**config.mk**
```make
export PLATFORM = sky130hd
export DESIGN_NAME = pla_preimage_scanner_flat
export DESIGN_NICKNAME = d
export VERILOG_FILES = /design/src/rtl/pla_preimage_scanner_if.sv /design/src/rtl/pla_preimage_scanner.sv /design/src/flat_wrapper.sv
export SDC_FILE = /design/constraint.sdc
export NUM_CORES = 1
export LEC_CHECK = 0
export ABC_AREA = 1
export CAP_MARGIN = 20
export CELL_PAD_IN_SITES_DETAIL_PLACEMENT = 1
export CELL_PAD_IN_SITES_GLOBAL_PLACEMENT = 1
export CORE_MARGIN = 2
export CORE_UTILIZATION = 35
export DETAILED_ROUTE_END_ITERATION = 6
export PLACE_DENSITY_LB_ADDON = 0.3
export SYNTH_ARGS = -nofsm -noshare
export SYNTH_HDL_FRONTEND = slang
export SYNTH_SLANG_ARGS = --single-unit
```
**constraint.sdc**
```tcl
create_clock -name clk -period 1.9 [get_ports clk]
set_clock_uncertainty 0.05 [all_clocks]
set_input_delay 0.38 -clock clk [delete_from_list [all_inputs] [get_ports clk]]
set_output_delay 0.38 -clock clk [all_outputs]
set_load 0.1 [all_outputs]
```
**src/rtl/pla_preimage_scanner_if.sv**
```systemverilog
// pla_preimage_scanner_if: probe, match-stream and status signals of the preimage scanner
interface pla_preimage_scanner_if;
  logic start, target, y0, m_ready;
  logic x0, x1, x2, x3, x4, x5;
  logic m_valid, busy, done;
  logic [5:0] m_vec;
  logic [6:0] count;
  modport master (
    input start, target, y0, m_ready,
    output x0, x1, x2, x3, x4, x5, m_valid, m_vec, count, busy, done
  );
  modport slave (
    output start, target, y0, m_ready,
    input x0, x1, x2, x3, x4, x5, m_valid, m_vec, count, busy, done
  );
endinterface

```
**src/rtl/pla_preimage_scanner.sv**
```systemverilog
// pla_preimage_scanner: walks all 64 inputs of a 6-in/1-out function and streams those whose output equals target
module pla_preimage_scanner (
  input logic clk,
  input logic rst_n,
  pla_preimage_scanner_if.master bus
);
  typedef enum logic [1:0] {IDLE, PROBE, EMIT, DONE} state_t;
  state_t state, state_d;
  logic [5:0] idx, idx_d, vec, vec_d;
  logic [6:0] cnt, cnt_d;
  logic tgt, tgt_d, vld, vld_d, last;
  assign last = idx == 6'd63;
  always_ff @(posedge clk) begin
    if (!rst_n) begin
      state <= IDLE;
      idx <= '0;
      vec <= '0;
      cnt <= '0;
      tgt <= 1'b0;
      vld <= 1'b0;
    end else begin
      state <= state_d;
      idx <= idx_d;
      vec <= vec_d;
      cnt <= cnt_d;
      tgt <= tgt_d;
      vld <= vld_d;
    end
  end
  always_comb begin
    state_d = state;
    idx_d = idx;
    vec_d = vec;
    cnt_d = cnt;
    tgt_d = tgt;
    vld_d = vld;
    case (state)
      IDLE: if (bus.start) begin
        idx_d = '0;
        cnt_d = '0;
        tgt_d = bus.target;
        state_d = PROBE;
      end
      PROBE: if (bus.y0 == tgt) begin
        vec_d = idx;
        vld_d = 1'b1;
        state_d = EMIT;
      end else begin
        idx_d = last ? idx : idx + 6'd1;
        state_d = last ? DONE : PROBE;
      end
      EMIT: if (bus.m_ready) begin
        cnt_d = cnt + 7'd1;
        vld_d = 1'b0;
        idx_d = last ? idx : idx + 6'd1;
        state_d = last ? DONE : PROBE;
      end
      DONE: state_d = IDLE;
    endcase
  end
  assign {bus.x5, bus.x4, bus.x3, bus.x2, bus.x1, bus.x0} = idx;
  assign bus.m_valid = vld;
  assign bus.m_vec = vec;
  assign bus.count = cnt;
  assign bus.busy = state == PROBE || state == EMIT;
  assign bus.done = state == DONE;
endmodule

```
**src/flat_wrapper.sv**
```systemverilog
// flat-port wrapper written by rule: the top's interface ports become plain ports
module pla_preimage_scanner_flat 
  (clk, rst_n, bus_start, bus_target, bus_y0, bus_m_ready, bus_x0, bus_x1, bus_x2, bus_x3, bus_x4, bus_x5, bus_m_valid, bus_m_vec, bus_count, bus_busy, bus_done);
  pla_preimage_scanner_if bus_i ();
  input logic clk;
  input logic rst_n;
  input wire logic [$bits(bus_i.start)-1:0] bus_start;
  input wire logic [$bits(bus_i.target)-1:0] bus_target;
  input wire logic [$bits(bus_i.y0)-1:0] bus_y0;
  input wire logic [$bits(bus_i.m_ready)-1:0] bus_m_ready;
  output wire logic [$bits(bus_i.x0)-1:0] bus_x0;
  output wire logic [$bits(bus_i.x1)-1:0] bus_x1;
  output wire logic [$bits(bus_i.x2)-1:0] bus_x2;
  output wire logic [$bits(bus_i.x3)-1:0] bus_x3;
  output wire logic [$bits(bus_i.x4)-1:0] bus_x4;
  output wire logic [$bits(bus_i.x5)-1:0] bus_x5;
  output wire logic [$bits(bus_i.m_valid)-1:0] bus_m_valid;
  output wire logic [$bits(bus_i.m_vec)-1:0] bus_m_vec;
  output wire logic [$bits(bus_i.count)-1:0] bus_count;
  output wire logic [$bits(bus_i.busy)-1:0] bus_busy;
  output wire logic [$bits(bus_i.done)-1:0] bus_done;
  assign bus_i.start = bus_start;
  assign bus_i.target = bus_target;
  assign bus_i.y0 = bus_y0;
  assign bus_i.m_ready = bus_m_ready;
  assign bus_x0 = bus_i.x0;
  assign bus_x1 = bus_i.x1;
  assign bus_x2 = bus_i.x2;
  assign bus_x3 = bus_i.x3;
  assign bus_x4 = bus_i.x4;
  assign bus_x5 = bus_i.x5;
  assign bus_m_valid = bus_i.m_valid;
  assign bus_m_vec = bus_i.m_vec;
  assign bus_count = bus_i.count;
  assign bus_busy = bus_i.busy;
  assign bus_done = bus_i.done;
  pla_preimage_scanner u_core (.clk(clk), .rst_n(rst_n), .bus(bus_i));
endmodule
```
==> flow_summary.ini <==
[outcome]
status = finished, final reports clean

[pwr]
ir_drop_mv = 0.681
p_switching_mw = 0.813
power.internal_mw = 0.916
pwr-share-clk = 0.137
p_leak_nw = 0.740
p_total_mw = 1.73
pwr-share-comb = 0.519
power_frac_seq = 0.344
cellPowerDensity_nw_per_um2 = 925
switching_share = 0.470

[die]
die_w_um = 64.1
die_height_um = 64.1
rows = 21
initial_core_util = 0.371
core-area_sq_um = 3420
boundaryPins = 28
dieArea_sq_um = 4110

[placed_design]
io_buffers = 27
placed_area_sq_um = 1830
place_ws_ns = 0.0810
gp_congestion = 0.849
placed_cells = 257
hpwl_um = 2850

[clock_tree]
clk_pin_slew_worst_paths_ns = 0.14
tritoncts = built
numClockSinks = 23
post-cts-setup-buffers = 0
ctsResizeCount = 1
clockBufferDepth = 2
holdBufCountCts = 0
cts_max_level = 1
insertion_delay_ns = 0.32
cts_buffers = 3
clock-root-buffer = clkbuf_4

[drt]
dr.pass1.iters = 4
drc_errors = 0
via_count = 1306
drt-total-wl_um = 3540
ant_nets = 0
viasPerCell = 5.00
dr.first_iter.drc_count = 71
wire_per_inst_um = 13.6

[layout]
final_common_cell = nand2_1
synthToLayoutAreaGrowth_pct = 47.6
antenna_cells = 0
layout_common_cells = 51 x nand2_1, 22 x inv_1, 22 x buf_12
final_nets = 229
drive_gt1_frac = 0.219
fin_util = 0.547
fin_cells = 261
final_area_sq_um = 1870

[setup_path]
slowest_delay_ns = 0.42
critPathSlowestCell = dfxtp_1
worstSetupStartpointType = flip-flop
cp-end-kind = output port
path_buf_inv = 2
setup.worst_path.class = reg2out
arrival_ns = 1.41
regToRegSetupSlack_ns = 0.26
crit_family = flip-flops
required_ns = 1.47
cp_max_fo = 5
critical_path.cell_chain = inv_1 -> ha_4 -> buf_12

[synthesis]
ys_types = 21
yosysSeqAreaShare = 0.364
synth-seq-cells = 23
syn-instance-count = 184
syn_nets = 197
netlist_area_sq_um = 1270
syn-mean-instance-area_sq_um = 6.88
synth_warnings = 0

[global_route]
grt_pass1_vias = 1400
grt_max_degree = 14
grt_pass1_wl_um = 6490
grt.overflow.total = 0
grt_usage = 0.197
antenna_found_initial = 0

[timing]
slew-limit-headroom = 0.764
post-route-min-period_ns = 1.84
finalMaxSlewViolations = 0
fin_crit_sh = 0.967
max_freq_ghz = 0.544
holdWs_ns = 0.435
tns_ns = 0
finalHoldViolations = 0
setup_viol = 0
setup_ws_ns = 0.0630
tightest_slew_ns = 0.352

[hold_path]
hold_class = reg2reg

[flow_run]
drv_cap = 0
final cells by class:
class / instances / area (sq um)
well taps: 46 / 57.6
repair buffers: 30 / 513
clock buffers: 3 / 22.5
clock inverters: 1 / 5.00
flip-flops and latches: 23 / 467
fillers: 418 / 1550
inverters: 22 / 82.6
multi-input cells: 136 / 722
synth_stat cells, drive strengths merged:
| library cell | number | area, sq um |
|---|---|---|
| o21ai | 9 | 45.0 |
| nand2 | 54 | 215 |
| nand3 | 14 | 87.6 |
| ha | 7 | 87.6 |
| clkbuf | 1 | 3.75 |
| nand3b | 1 | 7.51 |
| nand4 | 6 | 37.5 |
| buf | 2 | 12.5 |
| a31oi | 1 | 6.26 |
| dfxtp | 23 | 460 |
| inv | 22 | 82.6 |
| nor2 | 22 | 108 |
| a21oi | 21 | 105 |
| o211ai | 1 | 7.51 |
layer usage:
layer	up-vias	GRT usage	share of wire
met5	-	0	0
met4	0	0.0718	0.026
met3	9	0.0246	0.028
met2	23	0.337	0.50
met1	616	0.252	0.45
li1	658	-	-
worst reg2reg max path, stage by stage, from the launching register on:
cell     delay [ns]
dfxtp_2        0.38
inv_1          0.11
ha_2           0.27
nand2_2        0.12
nand2_2        0.09
nor2_4         0.18
nand4_1        0.16
nand2_1        0.10
nand2_1        0.05
nor2_1         0.08
power by group through the flow:
stage	combinational [mW]	sequential, mW	clock [mW]
floorplan	0.383	0.798	0
global placement	0.850	0.599	0
detailed placement	0.879	0.604	0
CTS	0.899	0.593	0.243
global route	0.961	0.603	0.271
finish	0.897	0.594	0.238
logic make-up (layout without fill, tap and decap cells):
kind of cell,Yosys count,after routing,synth area share
fa+ha+maj,7,7,0.0692
simple gates,97,97,0.360
buf+inv,25,56,0.0781
compound gates,32,32,0.129
flops,23,23,0.364
flip-flops by register name, summed over array words and instances (netlist names):
signal / count
u_core.bus.m_vec: 6
u_core.bus.count: 7
u_core.bus.m_valid: 1
u_core.state: 2
u_core.tgt: 1
u_core.idx: 6
path summary, 6_finish.rpt:
path,cells after the start,from,to
min,2,u_core.tgt,u_core.tgt
min reg2reg,2,u_core.tgt,u_core.tgt
max,3,u_core.state[1],bus_busy
max reg2reg,9,u_core.state[0],u_core.bus.count[3]
(Power assumes the default switching activity.)
